==> config.mk <==
export PLATFORM = sky130hd
export DESIGN_NAME = move_seq_ctrl
export DESIGN_NICKNAME = d
export VERILOG_FILES = /design/src/rtl/move_seq_ctrl.sv
export SDC_FILE = /design/constraint.sdc
export NUM_CORES = 1
export LEC_CHECK = 0
export CAP_MARGIN = 10
export CORE_MARGIN = 2
export CORE_UTILIZATION = 40
export DETAILED_ROUTE_END_ITERATION = 10
export DONT_BUFFER_PORTS = 1
export PLACE_DENSITY_LB_ADDON = 0.15
export SLEW_MARGIN = 20
export SYNTH_ARGS = -nofsm -noshare
export SYNTH_HDL_FRONTEND = slang
export SYNTH_SLANG_ARGS = --single-unit
==> constraint.sdc <==
create_clock -name clk -period 5.83 [get_ports clk]
set_input_delay 1.166 -clock clk [delete_from_list [all_inputs] [get_ports clk]]
set_output_delay 1.166 -clock clk [all_outputs]
set_load 0.005 [all_outputs]
==> src/rtl/move_seq_ctrl.sv <==
// rtl/move_seq_ctrl.sv - straight-line move sequencer feeding the PID block (optional macro: LINE_TIMEOUT_EN)
module move_seq_ctrl #(
  parameter bit          FAST_SIM  = 1'b1,
  parameter logic [9:0]  FRWRD_MAX = 10'h2A0,
  parameter logic [11:0] ERR_THR   = 12'h030,
  parameter int          TO_W      = 20
) (
  input  logic        clk,
  input  logic        rst,
  input  logic        cmd_vld,
  input  logic [11:0] cmd_hdg,
  input  logic [3:0]  cmd_sqrs,
  output logic        cmd_rdy,
  input  logic [11:0] heading,
  input  logic        heading_rdy,
  input  logic        cntrIR,
  output logic [11:0] error,
  output logic        err_vld,
  output logic [9:0]  frwrd,
  output logic        moving,
  output logic        mv_done,
  output logic        fault
);

  localparam logic [9:0]  FRWRD_INC = FAST_SIM ? 10'h020 : 10'h003;
  localparam logic [10:0] DEC_STEP  = {FRWRD_INC, 1'b0};

  typedef enum logic [2:0] {IDLE, TURN, RAMP, DECEL, DONE} state_t;

  state_t          state, next_state;
  logic [11:0]     desired;
  logic [4:0]      target;
  logic [4:0]      line_cnt;
  logic            cntr_ir_q;
  logic            line_edge;
  logic            capture;
  logic [11:0]     err_mag;
  logic            err_small;
  logic [10:0]     frwrd_sum;
  logic [9:0]      frwrd_up;
  logic [9:0]      frwrd_dn;
  logic            line_done;
  logic            ramp_entry;
  logic            to_expire;
  logic [TO_W-1:0] to_cnt;
  logic            moving_d, mv_done_d, cmd_rdy_d;

  assign capture    = cmd_vld & cmd_rdy;
  assign line_edge  = cntrIR & ~cntr_ir_q;
  assign ramp_entry = (state != RAMP) && (next_state == RAMP);

  // 12'h800 negates to itself and therefore compares as a large magnitude
  assign err_mag   = error[11] ? (~error + 12'd1) : error;
  assign err_small = err_mag < ERR_THR;

  // Speed arithmetic is done one bit wider so the ramp can never wrap past 10 bits
  assign frwrd_sum = {1'b0, frwrd} + {1'b0, FRWRD_INC};
  assign frwrd_up  = (frwrd_sum > {1'b0, FRWRD_MAX}) ? FRWRD_MAX : frwrd_sum[9:0];
  assign frwrd_dn  = ({1'b0, frwrd} > DEC_STEP) ? (frwrd - DEC_STEP[9:0]) : 10'd0;

  // The final edge switches to DECEL at the same clock that bumps the count
  assign line_done = (state == RAMP) && line_edge && ((line_cnt + 5'd1) == target);
  assign to_expire = (state == RAMP) && (&to_cnt);

  // State register
  always_ff @(posedge clk or posedge rst) begin
    if (rst) state <= IDLE;
    else     state <= next_state;
  end

  // Next-state decode
  always_comb begin
    next_state = state;
    case (state)
      IDLE:    if (capture) next_state = TURN;
      TURN:    if (err_vld && err_small) next_state = (target == 5'd0) ? DONE : RAMP;
      RAMP:    if (line_done || to_expire) next_state = DECEL;
      DECEL:   if (frwrd == 10'd0) next_state = DONE;
      DONE:    next_state = IDLE;
      default: next_state = IDLE;
    endcase
  end

  // Output decode from the upcoming state so the registered outputs line up with the state
  always_comb begin
    moving_d  = (next_state == TURN) || (next_state == RAMP) || (next_state == DECEL);
    mv_done_d = (next_state == DONE);
    cmd_rdy_d = (next_state == IDLE);
  end

  // Registered FSM outputs
  always_ff @(posedge clk or posedge rst) begin
    if (rst) begin
      moving  <= 1'b0;
      mv_done <= 1'b0;
      cmd_rdy <= 1'b1;
    end else begin
      moving  <= moving_d;
      mv_done <= mv_done_d;
      cmd_rdy <= cmd_rdy_d;
    end
  end

  // Command latch and heading error to the PID
  always_ff @(posedge clk or posedge rst) begin
    if (rst) begin
      desired <= 12'd0;
      target  <= 5'd0;
      error   <= 12'd0;
      err_vld <= 1'b0;
    end else begin
      if (capture) begin
        desired <= cmd_hdg;
        target  <= {cmd_sqrs, 1'b0};
      end
      if (heading_rdy) error <= heading - desired;
      err_vld <= heading_rdy && (state != IDLE);
    end
  end

  // Forward speed: ramps up in RAMP, down in DECEL, held at zero elsewhere
  always_ff @(posedge clk or posedge rst) begin
    if (rst) begin
      frwrd <= 10'd0;
    end else begin
      case (state)
        RAMP:    if (heading_rdy) frwrd <= frwrd_up;
        DECEL:   if (heading_rdy) frwrd <= frwrd_dn;
        default: frwrd <= 10'd0;
      endcase
    end
  end

  // Line crossing counter; only edges seen while in RAMP count
  always_ff @(posedge clk or posedge rst) begin
    if (rst) begin
      line_cnt  <= 5'd0;
      cntr_ir_q <= 1'b0;
    end else begin
      cntr_ir_q <= cntrIR;
      if (capture || ramp_entry)           line_cnt <= 5'd0;
      else if (state == RAMP && line_edge) line_cnt <= line_cnt + 5'd1;
    end
  end

`ifdef LINE_TIMEOUT_EN
  logic fault_q;

  // Watchdog on line spacing; a stuck sensor aborts the ramp and raises a sticky fault
  always_ff @(posedge clk or posedge rst) begin
    if (rst) begin
      to_cnt  <= '0;
      fault_q <= 1'b0;
    end else begin
      if (ramp_entry || line_edge)          to_cnt <= '0;
      else if (state == RAMP && !(&to_cnt)) to_cnt <= to_cnt + 1'b1;
      if (capture)        fault_q <= 1'b0;
      else if (to_expire) fault_q <= 1'b1;
    end
  end

  assign fault = fault_q;
`else
  assign to_cnt = '0;
  assign fault  = 1'b0;
`endif

endmodule
Word level (Yosys, flattened, before mapping)
Index checks and enable logic that the tools add are counted.
{"block": "word_totals", "register_bits": 51, "latch_bits": 0, "ram_bits": 0, "romBits": 0, "input_bits": 33, "wordCells": 63, "memories": 0}
{"block": "op_classes", "add_sub_neg": 5, "mul": 0, "div": 0, "n_lt_le_gt_ge": 3, "eq_ne": 11, "shift": 0, "mux": 14, "bitwise": 4, "reduce_logical": 15}
{"op": "10-bit two-way mux", "count": 4}
{"op": "10-bit case mux with 2 select lines", "count": 1}
{"op": "3-bit two-way mux", "count": 5}
{"op": "12-bit by 1-bit adder with 12-bit output (second input constant)", "count": 1}
{"op": "3-bit by 2-bit == test with 1-bit output (second input constant)", "count": 4}
{"op": "12-bit by 6-bit less-than comparator with 1-bit output (second input constant)", "count": 1}
{"op": "12-bit two-way mux", "count": 1}
{"op": "12-bit inverter", "count": 1}
{"op": "3-bit case mux with 4 select lines", "count": 1}
{"op": "12-bit subtractor", "count": 1}
{"op": "10-bit by 6-bit adder with 11-bit output (second input constant)", "count": 1}
{"op": "11-bit by 10-bit greater-than comparator with 1-bit output (second input constant)", "count": 1}
{"op": "10-bit by 7-bit greater-than comparator with 1-bit output (second input constant)", "count": 1}
{"op": "10-bit logical NOT", "count": 1}
{"op": "5-bit two-way mux", "count": 2}
{"op": "10-bit by 7-bit subtractor with 10-bit output (second input constant)", "count": 1}
{"op": "3-bit by 1-bit == test with 1-bit output (second input constant)", "count": 2}
{"op": "3-bit logical NOT", "count": 2}
{"op": "5-bit by 1-bit adder with 5-bit output (second input constant)", "count": 1}
{"op": "5-bit == test", "count": 1}
{"op": "1-bit logical AND", "count": 5}
{"op": "5-bit logical NOT", "count": 1}
{"op": "2-bit != test (second input constant)", "count": 2}
{"op": "3-bit == test (second input constant)", "count": 1}
{"op": "7 further kinds", "count": 10}

Logic depth before layout (Yosys ltp)
{"block": "depth", "word_depth": 11, "depth_mapped": 8, "depth_no_buf": 8}

Worst setup path before layout
No wires, ideal clock.
{"block": "synth_path", "path_kind": "input to register", "from": "in heading[5]", "to": "reg error[11]", "arrival_time_ps": 2530, "required_time_ps": 5706, "slack_ps": 3176, "path_stages": 6, "path_buffers": 0, "path_cell_list": "ha_1 > and3_1 > a211o_1 > a31oi_2 > mux2i_1 > a211o_1"}
{"block": "synth_between", "elab_chain_len": 1}
{"item": "start, declared", "line_no": "14", "text": "input logic [11:0] heading,"}
{"item": "12-bit subtractor", "line_no": "116", "text": "if (heading_rdy) error <= heading - desired;"}
{"item": "end signal, assigned", "line_no": "116"}
{"item": "end, declared", "line_no": "17", "text": "output logic [11:0] error,"}
No other way between the ends.
A chain may end at the register's enable or synchronous reset.

Worst setup path after layout
{"block": "layout_path", "from": "in heading[0]", "to": "reg error[8]"}
Same word-level chain as after synthesis.

==> run summary <==
First-pass GRT wire length -> 10.0 mm
Root Buffer Master -> clkbuf_8
Initial antenna violation count -> 0
Top FF cell, synth -> dfrtp_1
Async set or reset register ratio after synthesis -> 100%
Maximum VDD drop -> 0.000188 V
Fin crit period -> 2.53 ns
DP Wirelength -> 4.45 mm
Post-layout util -> 42.7%
CTS H-tree lvls -> 2
Clock slew at reported path FFs -> 0.09 ns
Post-Syn Area -> 0.00290 mm2
# fillers -> 724
Simple-gate share of the synthesized area -> 16.7%
Seq/Total Area, Yosys -> 39.7%
Iter 0 DRT Violations -> 80
Routed WL -> 6.11 mm
# clock sinks -> 46
Number of port buffers -> 0
Crit-path cells -> inv_1 -> ha_1 -> fa_1 -> nor2b_1 -> o2111ai_1 -> a21oi_1 -> nor3_1 -> o31ai_1
Vias after detailed routing -> 2137
Crit path DAT -> 2.74 ns
Final Hold Viols -> 0
Largest net degree at the start of global routing -> 47
CTS tree -> yes
Slew @ Worst Pin -> 0.828 ns
Synth Area in XOR/XNOR -> 5.13%
HP Class -> flip-flop to flip-flop
Status -> completed
GRT overflow -> 0
Period utilisation layout -> 43.5%
P_leak -> 1.34 nW
Adder-cell area share of the yosys netlist -> 8.02%
CP max FO -> 3
Startpoint types -> input port
Post-CTS Resized -> 0
Total GRT Usage -> 16.2%
Worst slack at placement -> 3.01 ns
Cells after Synth -> 298
Number of flops mapped to enable cells by yosys -> 0
CP Data Required Time -> 6.04 ns
Die Wd -> 89.2 um
Rows -> 31
Die Ht -> 89.2 um
Setup_tns -> 0 ns
Multiplexer share of the synthesized area -> 8.80%
Routed wire per std cell -> 15.5 um
Vias in the first global route -> 2012
Vias per Instance -> 5.42
Fin Hold WS -> 0.511 ns
Final WS setup -> 3.30 ns
DRC errors left -> 0
I/O pin cnt -> 60
Headroom to the max-slew limit -> 44.8%
Total die area -> 0.00795 mm2
Fmax -> 395 MHz
P&R area growth vs syn -> 5.18%
CP max stage cell -> fa_1
Setup Buffers After CTS -> 0
PD cells -> 422 mW/mm2
Max incr delay on CP -> 0.41 ns
Fin. max-slew vios -> 0
Max_cap viols -> 0
Main combinational cell family by area after synthesis -> simple AND/OR/NAND/NOR gates
Placeable Area -> 0.00714 mm2
Setup Skew -> 0.00782 ns
Final setup violation count -> 0
First-pass iteration count of the detailed router -> 4
Hold Buf Count CTS -> 0
Critical setup path kind -> input port to flip-flop
Share of cells above drive strength 1 -> 12.9%
Starting Density -> 40.6%
Yosys reg bits -> 46
Avg Cell Area, Syn -> 9.73 um2
Clock buffer count from CTS -> 5
Clock Latency Late Sink -> 0.30 ns
Clk buf depth -> 2
Complex-gate fraction of the synthesized area -> 15.7%
Unrepaired setup endpoints after global routing -> no
Netlist cell types -> 59
Antenna cells -> 0
Ys Warns -> 0
Post-route ant nets -> 0
Routability cong. -> 0.855
Final nets -> 345
Setup crit end kind -> flip-flop
-- area by class of cell --
type                            count  area (um2)  share of cell area (%)
Sequential cell                    46        1150                    37.8
Multi-Input combinational cell    220        1600                    52.4
Clock buffer                        6        82.6                    2.71
Inverter                           21        80.1                    2.63
Tap cell                           99         124                    4.06
Clock inverter                      2        12.5                   0.410
-- worst paths after layout --
check	startpoint	to	slack, ns	cells after the start
setup / recovery	heading[0]	error[8]	3.30	8
hold / removal	desired[6]	desired[6]	0.51	1
setup reg to reg	desired[0]	error[8]	3.81	7
hold reg to reg	desired[6]	desired[6]	0.51	1
max in group asynchronous	rst	error[11]	4.47	1
min in group asynchronous	rst	line_cnt[2]	0.88	1
-- per-layer routing --
metal / routed length, um / vias up / global-route usage, % / share of wire (%)
li1: - / 1042 / - / -
met1: 2950 / 1026 / 22.8 / 48
met2: 2690 / 61 / 24.5 / 44
met3: 386 / 8 / 4.06 / 6.3
met4: 93 / 0 / 5.16 / 1.5
met5: 0 / - / 0 / 0
-- synthesized netlist by cell type (all sizes together) (2+ instances only) --
master	count	share of area, %
a211o	4	1.2
a211oi	4	1.0
a21o	4	1.0
a21oi	19	3.3
a31oi	4	1.1
and2	2	0.52
and3	2	0.43
buf	13	2.7
clkbuf	3	0.39
dfrtp	45	39
ha	17	7.3
inv	21	2.7
mux2	20	7.8
mux2i	3	1.0
nand2	18	2.3
nand3	7	1.2
nand3b	3	1.2
nand4	2	0.43
nand4b	3	0.91
nor2	25	3.2
nor2b	5	1.1
nor3	6	1.0
nor3b	2	1.1
nor4	2	0.43
nor4b	2	0.60
o21a	6	1.6
o21ai	11	1.9
o22ai	3	0.65
o31ai	2	0.52
or3	4	0.86
xnor2	9	2.7
xor2	8	2.4
-- through the flow --
stage,instances,power (mW),instance area (um2)
after global routing,394,1.40,3050
final,394,1.29,3050
after CTS,394,1.31,3050
after detailed placement,386,1.09,2950
after floorplan,303,0.969,2920
after global placement,386,1.08,2950
-- state kept, by name, summed over array words and instances (netlist names) --
signal	count
err_vld	1
error	12
moving	1
target	4
desired	12
line_cnt	5
frwrd	5
cntr_ir_q	1
cmd_rdy	1
state	3
mv_done	1
-- cell families after synthesis --
| logic type | count (synthesis) |
|---|---|
| other cells | 1 |
| compound gates | 68 |
| mux | 23 |
| flops | 46 |
| simple gates | 88 |
| xor+xnor | 17 |
| buf+inv | 37 |
| fa+ha+maj | 18 |
-- critical path, delay by kind of cell --
kind,cells,cell delay [ns]
AOI/OAI and AO/OA,3,0.67
adders and majority gates,2,0.62
and+or+nand+nor,2,0.26
buffers and inverters,1,0.03
-- power by group --
part | switching [mW] | internal (mW) | leakage [nW]
combinational | 0.268 | 0.260 | 0.729
sequential | 0.118 | 0.434 | 0.566
clock | 0.113 | 0.0955 | 0.0472
-- placed cells by master, fill, tap and decap left out, types with 2 or more instances in the layout --
cell	netlist	final
dfrtp_1	45	45
nor2_1	25	25
mux2_2	20	20
a21oi_1	19	19
nand2_1	18	18
inv_1	19	18
ha_1	17	17
o21ai_0	10	10
xnor2_1	9	9
xor2_1	8	8
nand3_1	7	7
nor3_1	6	6
o21a_1	6	6
conb_1	1	6
clkbuf_8	0	6
nor2b_1	5	5
a21o_1	4	4
a211o_1	4	4
a211oi_1	4	4
or3_1	4	4
mux2i_1	3	3
o22ai_1	3	3
a31oi_1	3	3
nand4b_1	3	3
inv_2	2	2
and3_1	2	2
o31ai_1	2	2
nand4_1	2	2
nor4b_1	2	2
nand3b_1	2	2
clkinv_2	0	2
nor4_1	2	2
(Power assumes the default switching activity.)
